File: src/rtl/norm_ctrl_pkg.sv
// rtl/norm_ctrl_pkg.sv - shared constants, FSM state codes and helpers for the normaliser arbiter
package norm_ctrl_pkg;

    // Default row geometry, shared with the normaliser and its wrappers
    localparam int NORM_BW_PSUM = 20;
    localparam int NORM_COL     = 8;

    typedef logic [2:0] norm_state_t;

    localparam norm_state_t ST_IDLE  = 3'd0;
    localparam norm_state_t ST_ISSUE = 3'd1;
    localparam norm_state_t ST_BUSY  = 3'd2;
    localparam norm_state_t ST_DONE  = 3'd3;
    localparam norm_state_t ST_SETTL = 3'd4;
    localparam norm_state_t ST_RESP  = 3'd5;

    // Index width for n items, never narrower than one bit
    function automatic int id_width(input int n);
        return (n > 1) ? $clog2(n) : 1;
    endfunction

endpackage

File: src/rtl/norm_arbiter_rr_arbiter.sv
// rtl/norm_arbiter_rr_arbiter.sv - round-robin grant search that owns the rotating priority pointer
module rr_arbiter
    import norm_ctrl_pkg::*;
#(
    parameter int N_REQ = 4,
    localparam int IDW = id_width(N_REQ)
) (
    input  logic             clk,
    input  logic             reset,
    input  logic [N_REQ-1:0] req,
    input  logic             update,
    output logic [N_REQ-1:0] grant,
    output logic [IDW-1:0]   grant_idx
);

    logic [IDW-1:0] ptr_q, ptr_d;
    logic [IDW:0]   cand;
    logic           found;

    // First active request at or after the pointer, wrapping modulo N_REQ (not necessarily a power of 2)
    always_comb begin
        grant     = '0;
        grant_idx = '0;
        found     = 1'b0;
        cand      = '0;
        for (int i = 0; i < N_REQ; i++) begin
            cand = {1'b0, ptr_q} + (IDW+1)'(i);
            if (cand >= (IDW+1)'(N_REQ)) begin
                cand = cand - (IDW+1)'(N_REQ);
            end
            if (!found && req[cand[IDW-1:0]]) begin
                found                 = 1'b1;
                grant[cand[IDW-1:0]]  = 1'b1;
                grant_idx             = cand[IDW-1:0];
            end
        end
    end

    // After a grant, the requester just served drops to lowest priority
    always_comb begin
        ptr_d = ptr_q;
        if (update) begin
            ptr_d = (grant_idx == IDW'(N_REQ-1)) ? '0 : grant_idx + 1'b1;
        end
    end

    // Pointer register
    always_ff @(posedge clk) begin
        if (reset) begin
            ptr_q <= '0;
        end else begin
            ptr_q <= ptr_d;
        end
    end

endmodule

File: src/rtl/norm_arbiter.sv
// rtl/norm_arbiter.sv - shares one row normaliser between requesters; optional watchdog under NORM_ARB_TIMEOUT_EN
module norm_arbiter
    import norm_ctrl_pkg::*;
#(
    parameter int BW_PSUM = NORM_BW_PSUM,
    parameter int COL     = NORM_COL,
    parameter int N_REQ   = 4,
    parameter int SETTLE  = 2,
    parameter int TIMEOUT = 64,
    localparam int ROW_W  = BW_PSUM*COL,
    localparam int IDW    = id_width(N_REQ)
) (
    input  logic                   clk,
    input  logic                   reset,
    input  logic [N_REQ-1:0]       req_valid,
    output logic [N_REQ-1:0]       req_ready,
    input  logic [N_REQ*ROW_W-1:0] req_data,
    output logic [ROW_W-1:0]       norm_in,
    output logic                   norm_valid,
    input  logic                   norm_done,
    input  logic [ROW_W-1:0]       norm_out,
    output logic                   resp_valid,
    input  logic                   resp_ready,
    output logic [ROW_W-1:0]       resp_data,
    output logic [IDW-1:0]         resp_id,
    output logic                   resp_err
);

    localparam int SCW = id_width(SETTLE);

    norm_state_t      state_q, state_d;
    logic [ROW_W-1:0] norm_in_q, norm_in_d;
    logic [IDW-1:0]   id_q, id_d;
    logic [SCW-1:0]   settle_q, settle_d;
    logic             resp_valid_q, resp_valid_d;
    logic [ROW_W-1:0] resp_data_q, resp_data_d;
    logic [IDW-1:0]   resp_id_q, resp_id_d;
    logic [N_REQ-1:0] grant;
    logic [IDW-1:0]   grant_idx;
    logic             arb_update;

`ifdef NORM_ARB_TIMEOUT_EN
    localparam int WDW = id_width(TIMEOUT);
    logic [WDW-1:0]   wd_q, wd_d;
    logic             err_q, err_d;
`else
    // The watchdog limit has no effect when the watchdog is compiled out
    localparam int unused_timeout = TIMEOUT;
`endif

    rr_arbiter #(.N_REQ(N_REQ)) u_rr (
        .clk       (clk),
        .reset     (reset),
        .req       (req_valid),
        .update    (arb_update),
        .grant     (grant),
        .grant_idx (grant_idx)
    );

    assign req_ready  = (state_q == ST_IDLE) ? grant : '0;
    assign norm_valid = (state_q == ST_ISSUE);
    assign norm_in    = norm_in_q;
    assign resp_valid = resp_valid_q;
    assign resp_data  = resp_data_q;
    assign resp_id    = resp_id_q;
`ifdef NORM_ARB_TIMEOUT_EN
    assign resp_err   = err_q;
`else
    assign resp_err   = 1'b0;
`endif

    // Job sequencing: grant, start pulse, div_complete handshake, settle, response
    always_comb begin
        state_d      = state_q;
        norm_in_d    = norm_in_q;
        id_d         = id_q;
        settle_d     = settle_q;
        resp_valid_d = resp_valid_q;
        resp_data_d  = resp_data_q;
        resp_id_d    = resp_id_q;
        arb_update   = 1'b0;
`ifdef NORM_ARB_TIMEOUT_EN
        wd_d         = wd_q;
        err_d        = err_q;
`endif
        case (state_q)
            ST_IDLE: begin
                // A grant only exists for a valid requester, so a grant is the handshake
                if (|grant) begin
                    norm_in_d  = req_data[grant_idx*ROW_W +: ROW_W];
                    id_d       = grant_idx;
                    arb_update = 1'b1;
                    state_d    = ST_ISSUE;
                end
            end
            ST_ISSUE: begin
                state_d = ST_BUSY;
`ifdef NORM_ARB_TIMEOUT_EN
                wd_d    = '0;
`endif
            end
            ST_BUSY: begin
                if (!norm_done) begin
                    state_d = ST_DONE;
                end
            end
            ST_DONE: begin
                if (norm_done) begin
                    settle_d = '0;
                    state_d  = ST_SETTL;
                end
            end
            ST_SETTL: begin
                if (settle_q == SCW'(SETTLE-1)) begin
                    resp_data_d  = norm_out;
                    resp_id_d    = id_q;
                    resp_valid_d = 1'b1;
`ifdef NORM_ARB_TIMEOUT_EN
                    err_d        = 1'b0;
`endif
                    state_d      = ST_RESP;
                end else begin
                    settle_d = settle_q + 1'b1;
                end
            end
            ST_RESP: begin
                if (resp_ready) begin
                    resp_valid_d = 1'b0;
                    state_d      = ST_IDLE;
                end
            end
            default: state_d = ST_IDLE;
        endcase
`ifdef NORM_ARB_TIMEOUT_EN
        // Watchdog overrides the normal BUSY/DONE progress when the normaliser hangs
        if (state_q == ST_BUSY || state_q == ST_DONE) begin
            if (wd_q == WDW'(TIMEOUT-1)) begin
                resp_data_d  = '0;
                resp_id_d    = id_q;
                resp_valid_d = 1'b1;
                err_d        = 1'b1;
                state_d      = ST_RESP;
            end else begin
                wd_d = wd_q + 1'b1;
            end
        end
`endif
    end

    // State and data registers; reset abandons any job in flight
    always_ff @(posedge clk) begin
        if (reset) begin
            state_q      <= ST_IDLE;
            norm_in_q    <= '0;
            id_q         <= '0;
            settle_q     <= '0;
            resp_valid_q <= 1'b0;
            resp_data_q  <= '0;
            resp_id_q    <= '0;
`ifdef NORM_ARB_TIMEOUT_EN
            wd_q         <= '0;
            err_q        <= 1'b0;
`endif
        end else begin
            state_q      <= state_d;
            norm_in_q    <= norm_in_d;
            id_q         <= id_d;
            settle_q     <= settle_d;
            resp_valid_q <= resp_valid_d;
            resp_data_q  <= resp_data_d;
            resp_id_q    <= resp_id_d;
`ifdef NORM_ARB_TIMEOUT_EN
            wd_q         <= wd_d;
            err_q        <= err_d;
`endif
        end
    end

endmodule
File: config.mk
export PLATFORM = sky130hd
export DESIGN_NAME = norm_arbiter
export DESIGN_NICKNAME = d
export VERILOG_FILES = /design/src/rtl/norm_ctrl_pkg.sv /design/src/rtl/norm_arbiter_rr_arbiter.sv /design/src/rtl/norm_arbiter.sv
export SDC_FILE = /design/constraint.sdc
export NUM_CORES = 1
export LEC_CHECK = 0
export BUFFER_PORTS_ARGS = -buffer_cell sky130_fd_sc_hd__buf_2
export CAP_MARGIN = 25
export CORE_AREA = 5 5 434 436
export CTS_CLUSTER_SIZE = 25
export DETAILED_ROUTE_END_ITERATION = 12
export DIE_AREA = 0 0 439 441
export GPL_TIMING_DRIVEN = 0
export SYNTH_ARGS = -nofsm -noshare
export SYNTH_HDL_FRONTEND = slang
export SYNTH_SLANG_ARGS = --single-unit
File: constraint.sdc
create_clock -name clk -period 4.29 [get_ports clk]
set_input_delay 0.6435 -clock clk [delete_from_list [all_inputs] [get_ports clk]]
set_output_delay 0.6435 -clock clk [all_outputs]
set_load 0.03 [all_outputs]
After elaboration in Yosys (flattened, before gate mapping)
Index checks and enable logic that the tools add are counted.
W data, S select, Z words.
{ "totals": {"ff_bits": 331, "output_inout_bits": 329, "wordCells": 111} }
{ "op_classes": {"add_sub_neg": 9, "n_mul": 1, "order_cmp": 12, "n_eq_ne": 11, "shift": 1, "muxes": 47, "bitwise_logic": 3, "n_reduce_logical": 19} }
{ "op_table": {"columns": ["operator", "count"], "rows": [
  ["$shiftx A640 B11 Y160", 1],
  ["$mux W4", 5],
  ["$mux W2", 9],
  ["$pmux W3 S6", 1],
  ["$mux W1", 17],
  ["$mux W3", 5],
  ["$lt A2 B3 Y1 const B", 4],
  ["$or A4 B4 Y4", 3],
  ["$ge A3 B3 Y1 const B", 3],
  ["$bmux W1 S2", 4],
  ["$demux W1 S2", 4],
  ["$ge A2 B1 Y1 const B", 4],
  ["$ne A2 B2 Y1 const B", 4],
  ["$sub A2 B1 Y2 const B", 4],
  ["$logic_and A1 B1 Y1", 7],
  ["$add A2 B2 Y3 const B", 2],
  ["$eq A3 B2 Y1 const B", 2],
  ["$eq A3 B3 Y1 const B", 2],
  ["$reduce_and A2 Y1", 3],
  ["$mul A2 B3 Y5 const B", 1],
  ["$reduce_and A5 Y1", 1],
  ["$pmux W1 S2", 2],
  ["$reduce_bool A2 Y1", 2],
  ["$reduce_or A4 Y1", 1],
  ["10 further kinds", 12]
]} }

Longest topological paths before layout
Gate-level depths: netlist of run 1.
{ "depth": {"depth_word": 17, "depth_mapped": 14, "mapped_depth_nobuf": 9} }

Modules after synthesis
Synthesis of run 1 repeated with hierarchy kept, for this count alone.
{ "hier_totals": {"hier_cells": 1749, "area_unflattened_um2": 16488.3} }
{ "by_module_without_submodules": {"columns": ["mod", "n_inst", "cells_per_inst", "area_per_inst_um2"], "rows": [
  ["norm_arbiter", 1, 1677, 15882.7],
  ["rr_arbiter", 1, 72, 605.6]
]} }

Least setup slack after synthesis of run 1
Ideal clock, no wire load.
{ "synth_timing": {"path_type": "register to register", "from": "register with a tool-made name", "to": "register norm_in_q[61], in the netlist norm_in[61]", "setup_ps": 132, "t_arrival_ps": 3156, "required_time_ps": 4158, "path_slack_ps": 1001, "path_stages_with_launch": 15, "synth_period_minus_slack_ps": 3289, "path_cell_list": "dfxtp_1 buf_2 inv_1 ha_1 clkbuf_1 or3b_2 a21oi_1 a21oi_1 mux2_2 clkbuf_1 clkbuf_1 clkbuf_1 nand2_1 o211ai_1 a21oi_1"} }
{ "synth_lines": {"columns": ["item", "line_no", "source"], "rows": [
  ["end signal, assigned", "norm_arbiter.sv:166", "norm_in_q <= norm_in_d;"],
  ["end, declared", "norm_arbiter.sv:32", "logic [ROW_W-1:0] norm_in_q, norm_in_d;"]
]} }

==> impl_metrics.csv, run 1 <==
group,metric,value,unit
outcome,status,"complete, no violations",
grt,antenna_found_initial,130,
layout,utilization,15.2,%
synth,synth_ff_type,"dfxtp_1",
synth,ys_async_sr_fraction,0,%
power_and_ir_drop,power.density,684,nW/um^2
layout,area_growth,65.7,%
sta,hold_ws,0.225,ns
synth,synthesis.nets,2883,
sta,hold_viol,0,
power_and_ir_drop,power_frac_clock,24.3,%
drt,num_vias,21700,
drt,first_iter_violations,1646,
synth,yosys_warnings,0,
power_and_ir_drop,netSwitchingFraction,48.8,%
synth,netlist_area,16900,sq um
layout,nNetsFinal,4076,
placement,port_buffers,1134,
die,dieArea,194000,sq um
drt,wl,180000,um
layout,nFillCells,21400,
layout,finalInstanceArea,27900,sq um
sta,slew_headroom,36.8,%
setup_path,path_max_fanout,10,
power_and_ir_drop,p_sw,9.33,mW
min_path,worstHoldPathType,"in2reg",
synth,synth-edff-count,0,
power_and_ir_drop,seqPwrFrac,20.2,%
drt,drtPass1Iterations,5,
grt,grt_pass1_vias,20900,
setup_path,worst_setup_path_start_kind,"flip-flop",
synth,yosysUniqueCellTypes,42,
clocking,cts_hold_buf,0,
sta,tns,0,ns
drt,drc,0,
power_and_ir_drop,power_frac_comb,55.4,%
power_and_ir_drop,p_int,9.79,mW
setup_path,crit_type,"reg2out",
clocking,clkTransAtPathRegs,0.06,ns
placement,dp_hpwl,159000,um
clocking,cts_sinks,331,
grt,grt_pass1_wl,221000,um
setup_path,crit_path_end_kind,"primary output",
synth,synth-seq-area-share,39.3,%
synth,syn_area_per_cell,8.15,sq um
grt,grtUsageTotal,17.6,%
die,die_height,441,um
die,io_pins,1137,
drt,routedWlPerCell,30.8,um
clocking,cts_tree,"built",
drt,antenna_left,0,
placement,placed_area,25800,sq um
grt,overflow,0,
sta,rsz0062_at_grt,"no",
job,maxCapViolCount,0,
sta,period_needed,4.11,ns
synth,synth.ff_latch_count,331,
die,die_x,439,um
sta,period_share,95.8,%
layout,drive_gt1_share,45.2,%
clocking,h-tree-depth,2,
sta,drv_slew,0,
sta,fin_worst_skew,0.0231,ns
die,core-area,184000,sq um
setup_path,cp.required,3.65,ns
synth,synthCells,2069,
sta,worst_slew_pin_slew,0.948,ns
clocking,root_buffer,"clkbuf_16",
placement,place_congestion,1.02,
die,placement_rows,158,
grt,grt_max_degree,14,
sta,fmax,243,MHz
drt,vias_per_cell,3.70,
power_and_ir_drop,irDropWorstVdd,0.292,mV
clocking,clk_latency,0.66,ns
die,start_util,9.15,%
clocking,cts_buffers,49,
power_and_ir_drop,power_leakage,12.1,nW
sta,setup_viol,0,
setup_path,critPathArrivalTime,3.46,ns
clocking,cts_buffer_depth,3,
[metal layers]
metal  up-vias  wire (um)  global-route usage, %
met3       279      13600                   4.01
met1     10600      73300                   21.9
li1       9649          -                      -
met4         8       7990                   6.91
met5         -        200                  0.605
met2      1153      85200                   29.3
[path summary, 6_finish.rpt]
check / startpoint / endpoint / slack, ns / cells past startpoint
max reg2reg: flip-flop / norm_in[79] / 0.19 / 12
min reg2reg: resp_data[158] / resp_data[158] / 0.45 / 2
min: norm_out[70] / resp_data[70] / 0.23 / 3
max: flip-flop / req_ready[1] / 0.18 / 10
[worst max-delay path: stages (launching register included)]
cell	delay, ns
dfxtp_2	0.38
buf_4	0.19
inv_1	0.11
ha_1	0.33
clkbuf_2	0.20
or3b_2	0.50
a21oi_2	0.20
a21o_1	0.19
a221o_1	0.26
and2_1	0.22
clkbuf_4	0.22
[synth_stat cells, types with 5 or more instances]
cell type    n  area [sq um]
nand2_1    652          2450
buf_1        6          22.5
buf_4       20           150
mux2_2     163          1840
a21oi_1    334          1670
o211ai_1   162          1220
mux2i_1    164          1640
nor2_1      12          45.0
buf_2       51           255
ha_1         6          75.1
clkbuf_1   111           417
dfxtp_1    331          6630
nor3_1       5          25.0
[cells by family after synthesis]
logic type / Yosys count / synth area share (%)
XOR/XNOR: 1 / 0.0519
AND/OR/NAND/NOR: 693 / 15.9
multiplexers: 330 / 21.0
other: 1 / 0.0222
flip-flops: 331 / 39.3
adder cells (fa/ha/maj): 6 / 0.445
AO/OA/AOI/OAI: 516 / 18.2
buffers and inverters: 191 / 5.08
[registers in the layout, summed over array words and instances, names as in the netlist, named ones only]
signal,count
norm_in,160
state_q,3
settle_q,1
resp_valid,1
resp_id,2
id_q,2
resp_data,160
u_rr.ptr_q,1
[area by class of cell]
| class | count | area, sq um | share of cell area [%] |
|---|---|---|---|
| buffer | 187 | 975 | 3.49 |
| clock buffer | 66 | 1380 | 4.94 |
| tap | 2480 | 3100 | 11.1 |
| antenna | 67 | 168 | 0.600 |
| timing repair buffer | 1143 | 5840 | 20.9 |
| multi-input combinational | 1547 | 9430 | 33.8 |
| clock inverter | 26 | 407 | 1.45 |
| inverter | 3 | 11.3 | 0.0403 |
| sequential | 331 | 6630 | 23.7 |
[stage by stage]
stage	cells	total power, mW	setup WS (ns)
after floorplan	2069	9.62	1.00
after global placement	5683	14.4	-2.35
after detailed placement	5690	14.5	-1.47
after CTS	5783	19.5	0.0578
after global routing	5823	20.1	0.0289
final	5850	19.1	0.182
[layout by cell type, fill, tap and decap left out, types with 26 or more instances in the layout]
cell / count
mux2_2: 162
clkbuf_1: 106
clkbuf_16: 51
a21oi_1: 333
mux2i_1: 159
dfxtp_1: 329
buf_2: 1175
buf_4: 26
diode_2: 67
o211ai_1: 162
nand2_1: 652
[power by group through the flow]
stage	Clock (mW)	Sequential (mW)	Combinational (mW)
after floorplan	0	4.69	4.94
after global placement	0	3.90	10.5
after detailed placement	0	3.91	10.6
after CTS	4.81	3.85	10.9
after global routing	4.90	3.91	11.3
final	4.65	3.87	10.6
[what timing repair did]
item | 4_1_cts | 5_1_grt
endpoints found under the hold margin | 0 | 0
gates resized for setup | 56 | 3
pin swaps | 5 | 1
setup endpoints to repair | 165 | 3
setup buffers | 2 | 0
(Power assumes the default switching activity.)
==> inputs of run 2 (changes only) <==
--- a/config.mk
+++ b/config.mk
@@ -7,10 +7,10 @@
 export LEC_CHECK = 0
 export BUFFER_PORTS_ARGS = -buffer_cell sky130_fd_sc_hd__buf_2
 export CAP_MARGIN = 25
-export CORE_AREA = 5 5 434 436
+export CORE_AREA = 2 2 443 445
 export CTS_CLUSTER_SIZE = 25
 export DETAILED_ROUTE_END_ITERATION = 12
-export DIE_AREA = 0 0 439 441
+export DIE_AREA = 0 0 445 447
 export GPL_TIMING_DRIVEN = 0
 export SYNTH_ARGS = -nofsm -noshare
 export SYNTH_HDL_FRONTEND = slang
==> run 2 against run 1 <==
Net effect:
- sequential power barely moved
- worst setup slack improved by 0.015 ns
- clock power down 13%
- critical endpoint is now norm_in[103]
- die area rose by 2.7%
- clock skew is 0.0066 ns higher
- sequential cell count unchanged
- final cell count is 1.2% higher
- routed wire length decreased by 0.68%
- count of clock-buffer cells in the layout shrank 1
- register-to-register slack hardly changed
- core utilization shrank 0.89 points
==> impl_metrics.csv, run 2 (synthesized netlist as in run 1, its figures left out) <==
group,metric,value,unit
clocking,h-tree-depth,2,
drt,wl,179000,um
drt,routedWlPerCell,30.3,um
sta,hold_viol,0,
sta,slew_headroom,36.8,%
placement,dp.cells,5752,
drt,antenna_left,0,
clocking,root_buffer,"clkbuf_16",
drt,num_vias,21900,
layout,nFillCells,22400,
die,io_pins,1137,
setup_path,cp.required,4.82,ns
sta,drv_slew,0,
outcome,status,"complete, no violations",
placement,dp_hpwl,158000,um
grt,grt_busiest_layer,"met2",
sta,fmax,244,MHz
grt,gr-usage-met3,6.05,%
layout,layout_common_cells,"buf_2, nand2_1, a21oi_1, dfxtp_1, mux2_2",
drt,drtPass1Iterations,6,
grt,antenna_found_initial,168,
clocking,cts_tree,"built",
drt,drc,0,
die,dieArea,199000,sq um
power_and_ir_drop,power.density,658,nW/um^2
setup_path,path_max_fanout,11,
sta,tns,0,ns
layout,nNetsFinal,4070,
power_and_ir_drop,power_leakage,11.9,nW
layout,final_cells,5920,
grt,grtUsageTotal,17.1,%
sta,setup_viol,0,
grt,grt_max_degree,14,
die,core-area,194000,sq um
clocking,cts_setup_buffers,0,
layout,seqCellArea,6630,sq um
grt,met1_usage,19.6,%
setup_path,crit_type,"reg2reg",
layout,multi_input_area,9420,sq um
setup_path,worst_setup_path_start_kind,"flip-flop",
grt,met2_usage,28.1,%
placement,place_congestion,1.03,
setup_path,critPathArrivalTime,4.62,ns
layout,final_common_cell,"buf_2",
sta,period_needed,4.09,ns
sta,period_share,95.4,%
clocking,clkTransAtPathRegs,0.06,ns
clocking,cts_sinks,331,
sta,worst_slew_pin_slew,0.948,ns
min_path,worstHoldPathType,"in2reg",
grt,grt_pass1_vias,20100,
grt,overflow,0,
clocking,cts_hold_buf,0,
drt,vias_per_cell,3.71,
placement,port_buffers,1134,
clocking,cts_buffer_depth,3,
sta,fin_worst_skew,0.0298,ns
clocking,clk_latency,0.66,ns
die,die_height,447,um
clocking,cts_buffers,46,
drt,first_iter_violations,1973,
job,maxCapViolCount,0,
layout,area_growth,64.4,%
die,placement_rows,162,
layout,utilization,14.3,%
grt,grt_pass1_wl,217000,um
power_and_ir_drop,irDropWorstVdd,0.288,mV
die,die_x,445,um
setup_path,crit_path_end_kind,"flip-flop",
layout,drive_gt1_share,44.8,%
die,start_util,8.68,%
sta,rsz0062_at_grt,"no",
==> run 2: report_power, final <==
group          internal [mW]  switching (mW)  total (mW)
Sequential              3.57           0.287        3.85
Combinational           3.35            7.02        10.4
Clock                   2.28            1.75        4.03
==> run 2: path summary, 6_finish.rpt <==
path | cells past startpoint | end | startpoint | slack [ns]
setup reg to reg | 13 | norm_in[103] | flip-flop | 0.20
hold reg to reg | 2 | norm_in[44] | norm_in[44] | 0.45
setup / recovery | 13 | norm_in[103] | flip-flop | 0.20
hold / removal | 3 | resp_data[57] | norm_out[57] | 0.22
==> run 2: timing repair <==
item	4_1_cts	5_1_grt
cloned	0	0
pin swaps	1	1
resized for setup	32	6
setup endpoints to repair	164	53
==> run 2: final cells by class <==
cell class	instances	share of cell area, %
multi-input cells	1547	34.0
flip-flops and latches	331	23.9
repair buffers	1141	21.0
well taps	2542	11.5
clock buffers	65	4.59
plain buffers	186	3.35
clock inverters	20	0.893
diodes	85	0.767
inverters	3	0.0406
==> run 2: stage by stage <==
step	area (sq um)	total power, mW	hold WS, ns	worst slack, ns
2_1_floorplan	16900	9.62	0.432	1.00
3_3_place_gp	25700	14.2	0.439	-2.14
6_report	27700	18.3	0.217	0.197
4_1_cts	27500	18.6	0.146	0.0178
5_1_grt	27700	19.2	0.193	0.0783
3_5_place_dp	25900	14.4	0.443	-1.41
==> run 2: metal layers <==
metal  vias to the layer above  part of all wire, %
met2                      1366                   47
met1                     10500                   38
met4                        48                  5.0
met5                         -                 0.28
met3                       378                   10
li1                       9645                    -
==> run 2: critical path, stage by stage, from the launching register on <==
cell      delay (ns)
dfxtp_1         0.43
clkbuf_4        0.25
inv_1           0.13
ha_4            0.36
mux2_2          0.34
a31oi_1         0.28
a211o_1         0.19
buf_6           0.22
clkbuf_4        0.26
buf_12          0.20
clkbuf_4        0.30
mux2_2          0.42
o211ai_1        0.38
a21oi_1         0.12
